===== src/rtl/conf_loader_if.sv =====
// Byte stream, generator handshake and configuration outputs of conf_loader.
// The master side feeds UART bytes and gen_idle; the slave side is the loader itself.
interface conf_loader_if #(
    parameter int CONF_PAR_MAX = 4,
    parameter int PAR_W        = 8
);
    logic                          byte_valid;
    logic [7:0]                    byte_data;
    logic                          gen_idle;
    logic [CONF_PAR_MAX*PAR_W-1:0] par_out;
    logic                          par_valid;
    logic                          commit_pend;
    logic                          commit_pls;
    logic [7:0]                    err_cnt;
    logic                          busy;

    modport master (
        output byte_valid, byte_data, gen_idle,
        input  par_out, par_valid, commit_pend, commit_pls, err_cnt, busy
    );

    modport slave (
        input  byte_valid, byte_data, gen_idle,
        output par_out, par_valid, commit_pend, commit_pls, err_cnt, busy
    );
endinterface


===== src/rtl/conf_loader.sv =====
// Frame parser (A5, ADDR, DATA, CHK) writing a shadow parameter bank that is
// copied atomically into the active bank only while the generator is idle.
module conf_loader #(
    parameter int CONF_PAR_MAX    = 4,
    parameter int PAR_W           = 8,
    parameter int TIMEOUT_CNT_MAX = 50000
) (
    input  logic         clk,
    input  logic         rst,
    conf_loader_if.slave bus
);
    localparam int BANK_W = CONF_PAR_MAX * PAR_W;
    localparam int CNT_W  = $clog2(TIMEOUT_CNT_MAX + 1);
    localparam logic [CNT_W-1:0] TMO_LAST    = CNT_W'(TIMEOUT_CNT_MAX - 1);
    localparam logic [7:0]       HDR_BYTE    = 8'hA5;
    localparam logic [7:0]       COMMIT_ADDR = 8'hFF;
    localparam logic [7:0]       PAR_MAX_B   = 8'(CONF_PAR_MAX);

    typedef enum logic [1:0] {S_HDR, S_ADDR, S_DATA, S_CHK} state_e;

    function automatic logic [7:0] frame_chk(input logic [7:0] addr, input logic [7:0] data);
        return HDR_BYTE ^ addr ^ data;
    endfunction

    state_e              state_q, state_d, cur_s;
    logic [7:0]          addr_q, addr_d, data_q, data_d;
    logic [BANK_W-1:0]   shadow_q, shadow_d, par_out_q, par_out_d;
    logic                par_valid_q, par_valid_d, commit_pend_q, commit_pend_d;
    logic                commit_pls_q, commit_pls_d, busy_q, busy_d;
    logic [7:0]          err_cnt_q, err_cnt_d;
    logic [CNT_W-1:0]    tmo_cnt_q, tmo_cnt_d;
    logic                timeout_s, frame_err_s, commit_req_s, do_commit_s;

    // Next-state: byte parsing, timeout, error counting and commit scheduling.
    always_comb begin
        state_d      = state_q;
        addr_d       = addr_q;
        data_d       = data_q;
        shadow_d     = shadow_q;
        frame_err_s  = 1'b0;
        commit_req_s = 1'b0;
        timeout_s    = (state_q != S_HDR) && (tmo_cnt_q == TMO_LAST);
        // A byte arriving on the timeout cycle is parsed as if the frame had already been dropped.
        cur_s        = timeout_s ? S_HDR : state_q;
        do_commit_s  = commit_pend_q && bus.gen_idle;

        if (bus.byte_valid) begin
            case (cur_s)
                S_HDR: begin
                    if (bus.byte_data == HDR_BYTE) begin
                        state_d = S_ADDR;
                    end else begin
                        state_d = S_HDR;
                    end
                end
                S_ADDR: begin
                    addr_d  = bus.byte_data;
                    state_d = S_DATA;
                end
                S_DATA: begin
                    data_d  = bus.byte_data;
                    state_d = S_CHK;
                end
                S_CHK: begin
                    state_d = S_HDR;
                    if (bus.byte_data != frame_chk(addr_q, data_q)) begin
                        frame_err_s = 1'b1;
                    end else if (addr_q < PAR_MAX_B) begin
                        for (int i = 0; i < CONF_PAR_MAX; i++) begin
                            if (addr_q == 8'(i)) begin
                                shadow_d[i*PAR_W +: PAR_W] = data_q;
                            end else begin
                                shadow_d[i*PAR_W +: PAR_W] = shadow_q[i*PAR_W +: PAR_W];
                            end
                        end
                    end else if (addr_q == COMMIT_ADDR) begin
                        commit_req_s = 1'b1;
                    end else begin
                        frame_err_s = 1'b1;
                    end
                end
                default: state_d = S_HDR;
            endcase
        end else begin
            state_d = cur_s;
        end

        if (bus.byte_valid || (cur_s == S_HDR)) begin
            tmo_cnt_d = {CNT_W{1'b0}};
        end else begin
            tmo_cnt_d = tmo_cnt_q + CNT_W'(1);
        end

        if ((frame_err_s || timeout_s) && (err_cnt_q != 8'hFF)) begin
            err_cnt_d = err_cnt_q + 8'd1;
        end else begin
            err_cnt_d = err_cnt_q;
        end

        // The copy uses the shadow as registered, so a same-cycle write waits for the next commit.
        if (commit_req_s) begin
            commit_pend_d = 1'b1;
        end else if (do_commit_s) begin
            commit_pend_d = 1'b0;
        end else begin
            commit_pend_d = commit_pend_q;
        end

        if (do_commit_s) begin
            par_out_d   = shadow_q;
            par_valid_d = 1'b1;
        end else begin
            par_out_d   = par_out_q;
            par_valid_d = par_valid_q;
        end
        commit_pls_d = do_commit_s;
        busy_d       = (state_d != S_HDR);
    end

    // State and output registers.
    always_ff @(posedge clk or posedge rst) begin
        if (rst) begin
            state_q       <= S_HDR;
            addr_q        <= 8'h00;
            data_q        <= 8'h00;
            shadow_q      <= {BANK_W{1'b0}};
            par_out_q     <= {BANK_W{1'b0}};
            par_valid_q   <= 1'b0;
            commit_pend_q <= 1'b0;
            commit_pls_q  <= 1'b0;
            err_cnt_q     <= 8'h00;
            busy_q        <= 1'b0;
            tmo_cnt_q     <= {CNT_W{1'b0}};
        end else begin
            state_q       <= state_d;
            addr_q        <= addr_d;
            data_q        <= data_d;
            shadow_q      <= shadow_d;
            par_out_q     <= par_out_d;
            par_valid_q   <= par_valid_d;
            commit_pend_q <= commit_pend_d;
            commit_pls_q  <= commit_pls_d;
            err_cnt_q     <= err_cnt_d;
            busy_q        <= busy_d;
            tmo_cnt_q     <= tmo_cnt_d;
        end
    end

    assign bus.par_out     = par_out_q;
    assign bus.par_valid   = par_valid_q;
    assign bus.commit_pend = commit_pend_q;
    assign bus.commit_pls  = commit_pls_q;
    assign bus.err_cnt     = err_cnt_q;
    assign bus.busy        = busy_q;
endmodule

===== src/flat_wrapper.sv =====
// flat-port wrapper written by rule: the top's interface ports become plain ports
module conf_loader_flat 
#(
    parameter int CONF_PAR_MAX    = 4,
    parameter int PAR_W           = 8,
    parameter int TIMEOUT_CNT_MAX = 50000
)
  (clk, rst, bus_byte_valid, bus_byte_data, bus_gen_idle, bus_par_out, bus_par_valid, bus_commit_pend, bus_commit_pls, bus_err_cnt, bus_busy);
  conf_loader_if #(.CONF_PAR_MAX(CONF_PAR_MAX), .PAR_W(PAR_W)) bus_i ();
  input  logic clk;
  input  logic rst;
  input wire logic [$bits(bus_i.byte_valid)-1:0] bus_byte_valid;
  input wire logic [$bits(bus_i.byte_data)-1:0] bus_byte_data;
  input wire logic [$bits(bus_i.gen_idle)-1:0] bus_gen_idle;
  output wire logic [$bits(bus_i.par_out)-1:0] bus_par_out;
  output wire logic [$bits(bus_i.par_valid)-1:0] bus_par_valid;
  output wire logic [$bits(bus_i.commit_pend)-1:0] bus_commit_pend;
  output wire logic [$bits(bus_i.commit_pls)-1:0] bus_commit_pls;
  output wire logic [$bits(bus_i.err_cnt)-1:0] bus_err_cnt;
  output wire logic [$bits(bus_i.busy)-1:0] bus_busy;
  assign bus_i.byte_valid = bus_byte_valid;
  assign bus_i.byte_data = bus_byte_data;
  assign bus_i.gen_idle = bus_gen_idle;
  assign bus_par_out = bus_i.par_out;
  assign bus_par_valid = bus_i.par_valid;
  assign bus_commit_pend = bus_i.commit_pend;
  assign bus_commit_pls = bus_i.commit_pls;
  assign bus_err_cnt = bus_i.err_cnt;
  assign bus_busy = bus_i.busy;
  conf_loader #(.CONF_PAR_MAX(CONF_PAR_MAX), .PAR_W(PAR_W), .TIMEOUT_CNT_MAX(TIMEOUT_CNT_MAX)) u_core (.clk(clk), .rst(rst), .bus(bus_i));
endmodule

===== config.mk =====
export PLATFORM = sky130hd
export DESIGN_NAME = conf_loader_flat
export DESIGN_NICKNAME = d
export VERILOG_FILES = /design/src/rtl/conf_loader_if.sv /design/src/rtl/conf_loader.sv /design/src/flat_wrapper.sv
export SDC_FILE = /design/constraint.sdc
export NUM_CORES = 1
export LEC_CHECK = 0
export ABC_AREA = 1
export BUFFER_PORTS_ARGS = -buffer_cell sky130_fd_sc_hd__buf_4
export CAP_MARGIN = 40
export CELL_PAD_IN_SITES_DETAIL_PLACEMENT = 1
export CELL_PAD_IN_SITES_GLOBAL_PLACEMENT = 1
export CORE_ASPECT_RATIO = 1.2
export CORE_MARGIN = 2
export CORE_UTILIZATION = 39
export DETAILED_ROUTE_END_ITERATION = 10
export PLACE_DENSITY_LB_ADDON = 0.1
export SLEW_MARGIN = 20
export SYNTH_ARGS = -nofsm -noshare
export SYNTH_HDL_FRONTEND = slang
export SYNTH_SLANG_ARGS = --single-unit
export TNS_END_PERCENT = 100

===== constraint.sdc =====
create_clock -name clk -period 3.6 [get_ports clk]
set_input_delay 0.72 -clock clk [delete_from_list [all_inputs] [get_ports clk]]
set_output_delay 0.72 -clock clk [all_outputs]
set_load 0.01 [all_outputs]

Yosys cells after proc, flatten, opt, wreduce, memory -nomap -nowiden
Cells that the tools add are included.

Add/subtract/negate cells: 2. $lt $le $gt $ge: 1. Equality and inequality tests: 11. Multiplexer cells: 17. Bitwise operators: 3. Reduce and logical (&&, ||, !) cells: 16.

Operator list (number): $reduce_and 5->1 (4); $add 16x1->16 const B (1); $eq 16x16->1 const B (1); $eq 8x2->1 const B (2); $eq 8x8->1 const B (2); $mux 16 (1); $mux 1 (13); $add 8x1->8 const B (1); $eq 8x1->1 const B (1); $logic_not 8->1 (1); $lt 8x3->1 const B (1); $ne 8x8->1 (1); $ne 8x8->1 const B (1); $pmux 2 s4 (1); $xor 8x8->8 (1); $reduce_bool 2->1 (3); $eq 2x2->1 const B (2); $mux 2 (2); $not 4->4 (1); $reduce_and 2->1 (2); $logic_and 1x1->1 (3); $eq 2x1->1 const B (1); $logic_not 2->1 (1); $logic_or 1x1->1 (2); $not 1->1 (1).

Bits in registers: 110. Input bits: 12. Output and inout bits: 44. Word-level logic and storage cells: 64.

Logic depth before layout (Yosys ltp)
Word-level depth: 8. Gate-level depth with buffers: 16. Depth with buffers taken out: 16.

Least setup slack after synthesis
No wires, ideal clock.

Path kind: flip-flop to flip-flop. Start point: register u_core.tmo_cnt_q[0]. End point: register u_core.tmo_cnt_q[15]. Library setup time: 89 ps. Arrival: 2036 ps. Required time: 3511 ps. Setup slack: 1475 ps. Stages on the path, launching flop included: 12. Buffers on the path: 0. Period minus slack after synthesis: 2125 ps. Cell sequence: dfrtp_1 > ha_1 > nand2_1 > nor2_1 > nand3_1 > nor2_1 > nor2_1 > inv_1 > ha_1 > nor2_1 > clkinv_1 > nor3b_1.

Longest elaborated chain between the ends: 6. Elaborated cells on any way between the ends: 7. Classes of those cells: add/sub (1); eq/ne (1); mux (2); reduce/logical (3).

Ends and longest elaborated chain: start, declared (RTL line conf_loader.sv:31) `logic [CNT_W-1:0] tmo_cnt_q, tmo_cnt_d;`; start signal, assigned (RTL line conf_loader.sv:133) `tmo_cnt_q <= {CNT_W{1'b0}};`; start signal, assigned (RTL line conf_loader.sv:145) `tmo_cnt_q <= tmo_cnt_d;`; branches (longest 5 deep; another with $add 16x1->16); $mux 16 (*) (RTL line conf_loader.sv:88) `if (bus.byte_valid || (cur_s == S_HDR)) begin`; named net u_core.tmo_cnt_d[15] (RTL line conf_loader.sv:31).

Mark *: on every way through the listed nets, which the timed path passes. A chain may end at the register's enable or synchronous reset.

Worst setup path after layout
Start point: register u_core.tmo_cnt_q[0]. End point: register u_core.shadow_q[15].

Longest elaborated chain between the ends: 5.

Ends and longest elaborated chain: $eq 16x16->1 (RTL line conf_loader.sv:42) `timeout_s = (state_q != S_HDR) && (tmo_cnt_q == TMO_LAST);`; $logic_and 1x1->1 (RTL line conf_loader.sv:42); $mux 2 (RTL line conf_loader.sv:44) `cur_s = timeout_s ? S_HDR : state_q;`; $eq 2x2->1 (RTL line conf_loader.sv:48) `case (cur_s)`; $reduce_and 5->1 (no source line); end signal, assigned (RTL line conf_loader.sv:126) `shadow_q <= {BANK_W{1'b0}};`; end signal, assigned (RTL line conf_loader.sv:138) `shadow_q <= shadow_d;`; end, declared (RTL line conf_loader.sv:27) `logic [BANK_W-1:0] shadow_q, shadow_d, par_out_q, par_out_d;`.

Every way passes these cells.

==> results.md <==
- Area growth from synthesis to final layout: 18.6%
- Gate count of the mapped netlist: 607
- Top-area cell type share of the netlist area: 55.2%
- Final core utilization: 47.1%
- LEAKAGE: 3.18 nW
- Number of nets still failing antenna checks after routing: 0
- Synth Net Count: between 600 and 700
- Endpoints failing setup: 0
- Final number of max-transition violations: 0
- Register area share after synthesis: 55.2%
- Placed Area: around 0.0056 mm²
- H-tree depth reported by CTS: 3
- Clock transition at the registers of the reported paths: 0.07 ns
- Clock Skews: 0.00585 ns
- Routed Wire Length: roughly 12,000 µm
- Port Buffer Count: 55
- Clock tree from TritonCTS: yes
- Largest cells by area after synthesis: dfrtp_1, nand2_1, nand4_1, inv_1, nor2_1
- DPL Wire Length: a little under 9000 µm
- Highest metal layer with signal wires: met4
- Final Critical Period: 2.67 ns
- Slowest Stage Delay on Critical Path: 0.42 ns
- Data arrival time at the worst-slack endpoint: about 2.9 ns
- Cell at the slowest stage of the critical path: nor2_8
- RSZ-0062 raised after global routing: false
- Clock network latency to the later pin of the worst-skew pair: 0.35 ns
- PwrDens: between 500 and 600 mW/mm²
- Die area: roughly 0.014 mm²
- Data required, critical path: 3.84 ns
- Crit path launch type: register
- Post-route setup TNS: 0 ns
- Outcome: finished, final reports clean
- Count of final hold-check violations: 0
- Floorplan core area: 0.0126 mm²
- Initial antenna violation count: 0
- Share of cells above drive strength 1: 13.6%
- Routed length on met3: ~270 µm
- CTS resizes: 0
- Post-Syn Area: 0.00499 mm²
- Highest clock rate: 0.374 GHz
- Syn Area/Cell: 8.22 µm²
- Number of hold buffers added after CTS: 0
- Wire length of the first global-routing pass: 20,500 µm
- Die Width: 107 µm
- Number of unique standard cell types used by synthesis: 28
- Flip-flop and latch count after synthesis: 110
- Residual overflow from global routing: 0
- Vias in the first global route: 4,262
- Die Height: 128 µm
- Mean number of vias per cell: 4.93
- Final nets: 680
- Total routed wire length on the met1 layer: between 5000 and 6000 µm
- Max clock buf depth: 2
- Hold/Removal Path Class: register to register
- Pin slew with the least headroom to its limit: 0.720 ns
- Maximum ir drop on the vdd rail: around 0.26 mV
- Number of diodes added for antenna fixing: 0
- Max_cap viols: 0
- Startpoint-to-endpoint class of the critical path: register to register
- Max-Slew Margin vs Limit: between 50% and 60%
- Length of the first detailed-routing pass in iterations: 4
- Library cell occupying the most area in the post-synthesis netlist: dfrtp_1
- Most Frequent Cell on Critical Path: nand2_1
- Buffer type at the clock tree root: clkbuf_16
- Yosys warning count: 0
- Post-CTS setup buffer count: 0
- DRC viols: 0
- WL met2: 6000 µm
- Maximum number of pins on one net before global-route repair: about 80
- Final RePlAce weighted congestion: between 0.8 and 0.9
- Rows: 45
- Portion of the clock cycle consumed by the worst path in the final layout: 74.2%
- All-layer global routing usage: 18.8%
- Initial DRC Count: 156
- Number of filler cells placed in the layout: about 1,500
- Max FO, Critical Path: 36
- Total via count in the routed design: 4,098
- Endpoint type of the worst setup path: register
- Cell area after layout: a little under 0.006 mm²
- Number of buffers created by CTS: 9
- Routed WL per cell: 14.5 µm
- Number of sinks handled by clock tree synthesis: 110
- Total chip power: about 3.4 mW
- Boundary Pins: 56
- CP cell instances: ha_1, nand2_1, nor2_1, nand3_1, nor2_1, nor2_1, ha_1, nand2_1, inv_1, nand2_1, nor2_8, nand3_2, nand2_1, nand2_1
- Initial core utilization: between 30% and 40%
[worst max-delay path: cells and delay by family, from the launching register on]
kind | cells | cell delay (ns)
flip-flops | 1 | 0.40
AND/OR/NAND/NOR | 11 | 1.66
adder cells (fa/ha/maj) | 2 | 0.41
buffers and inverters | 1 | 0.10
[path summary, 6_finish.rpt]
path | startpoint | end | slack (ns) | cells past startpoint
max in group asynchronous | rst | u_core.addr_q[0] | 2.29 | 3
min in group asynchronous | rst | u_core.bus.par_out[4] | 0.48 | 2
max reg2reg | u_core.tmo_cnt_q[0] | u_core.shadow_q[15] | 0.93 | 14
min | u_core.bus.par_valid | u_core.bus.par_valid | 0.47 | 1
max | u_core.tmo_cnt_q[0] | u_core.shadow_q[15] | 0.93 | 14
min reg2reg | u_core.bus.par_valid | u_core.bus.par_valid | 0.47 | 1
[state kept, by name, indices dropped and copies added (netlist names), 2 cells and up]
| register | count |
|---|---|
| u_core.bus.par_out | 32 |
| u_core.bus.err_cnt | 8 |
| u_core.addr_q | 8 |
| u_core.data_q | 8 |
| u_core.tmo_cnt_q | 16 |
| u_core.state_q | 2 |
| u_core.shadow_q | 32 |
[metrics by stage]
step           instances  worst slack [ns]  hold slack [ns]
4_1_cts              831             0.908            0.475
6_report             831             0.927            0.468
5_1_grt              831             0.556            0.490
3_3_place_gp         815              1.08            0.443
3_5_place_dp         815             0.916            0.460
2_1_floorplan        607              1.47            0.433
[power breakdown]
group | internal, mW | switching (mW)
logic | 0.243 | 0.478
clock network | 0.617 | 0.469
registers | 1.36 | 0.191
total | 2.22 | 1.14
[logic make-up (layout without fill, tap and decap cells)]
kind of cell	count (synthesis)	in the layout	share of synthesized area (%)
AOI/OAI and AO/OA	29	29	3.11
buffers and inverters	61	121	4.81
xor gates and xnor gates	8	8	1.40
adders and majority gates	6	6	1.50
DFF	110	110	55.2
and+or+nand+nor	393	393	34.0
[synth_stat cells]
| master | number |
|---|---|
| a41oi_1 | 1 |
| clkbuf_1 | 12 |
| xor2_1 | 6 |
| nor2_8 | 1 |
| nand2_1 | 271 |
| nor3_1 | 8 |
| nand3_2 | 4 |
| clkinv_1 | 2 |
| o2111ai_1 | 1 |
| nand3b_1 | 6 |
| or2_2 | 4 |
| dfrtp_1 | 110 |
| ha_1 | 6 |
| nand3_1 | 18 |
| inv_2 | 3 |
| a31oi_1 | 1 |
| nor3b_1 | 1 |
| inv_1 | 39 |
| nor4_1 | 4 |
| o21ai_0 | 20 |
| buf_1 | 2 |
| xnor2_1 | 2 |
| a21oi_1 | 5 |
| nand2_2 | 2 |
| nand4_1 | 39 |
| o22ai_1 | 1 |
| buf_4 | 3 |
| nor2_1 | 35 |
[routing by layer]
layer,GRT usage [%],up-vias
li1,-,2058
met1,24.7,1977
met2,32.0,50
met3,2.24,13
met4,7.10,0
met5,0,-
[final cells by class]
| class | count | area [µm²] | area share (%) |
|---|---|---|---|
| Timing Repair Buffer | 61 | 470 | 7.95 |
| Multi-Input combinational cell | 436 | 2000 | 33.8 |
| Clock inverter | 6 | 95.1 | 1.61 |
| Tap cell | 164 | 205 | 3.47 |
| Sequential cell | 110 | 2750 | 46.5 |
| Inverter | 44 | 169 | 2.85 |
| Clock buffer | 10 | 229 | 3.87 |
[layout by cell type (no fill, tap or decap), types with 8 or more instances in the layout]
cell,instances
o21ai_0,20
nand3_1,18
nor2_1,35
inv_1,38
dfrtp_1,110
nand4_1,39
nand2_1,271
clkbuf_16,9
buf_4,60
nor3_1,8
(Power assumes the default switching activity.)
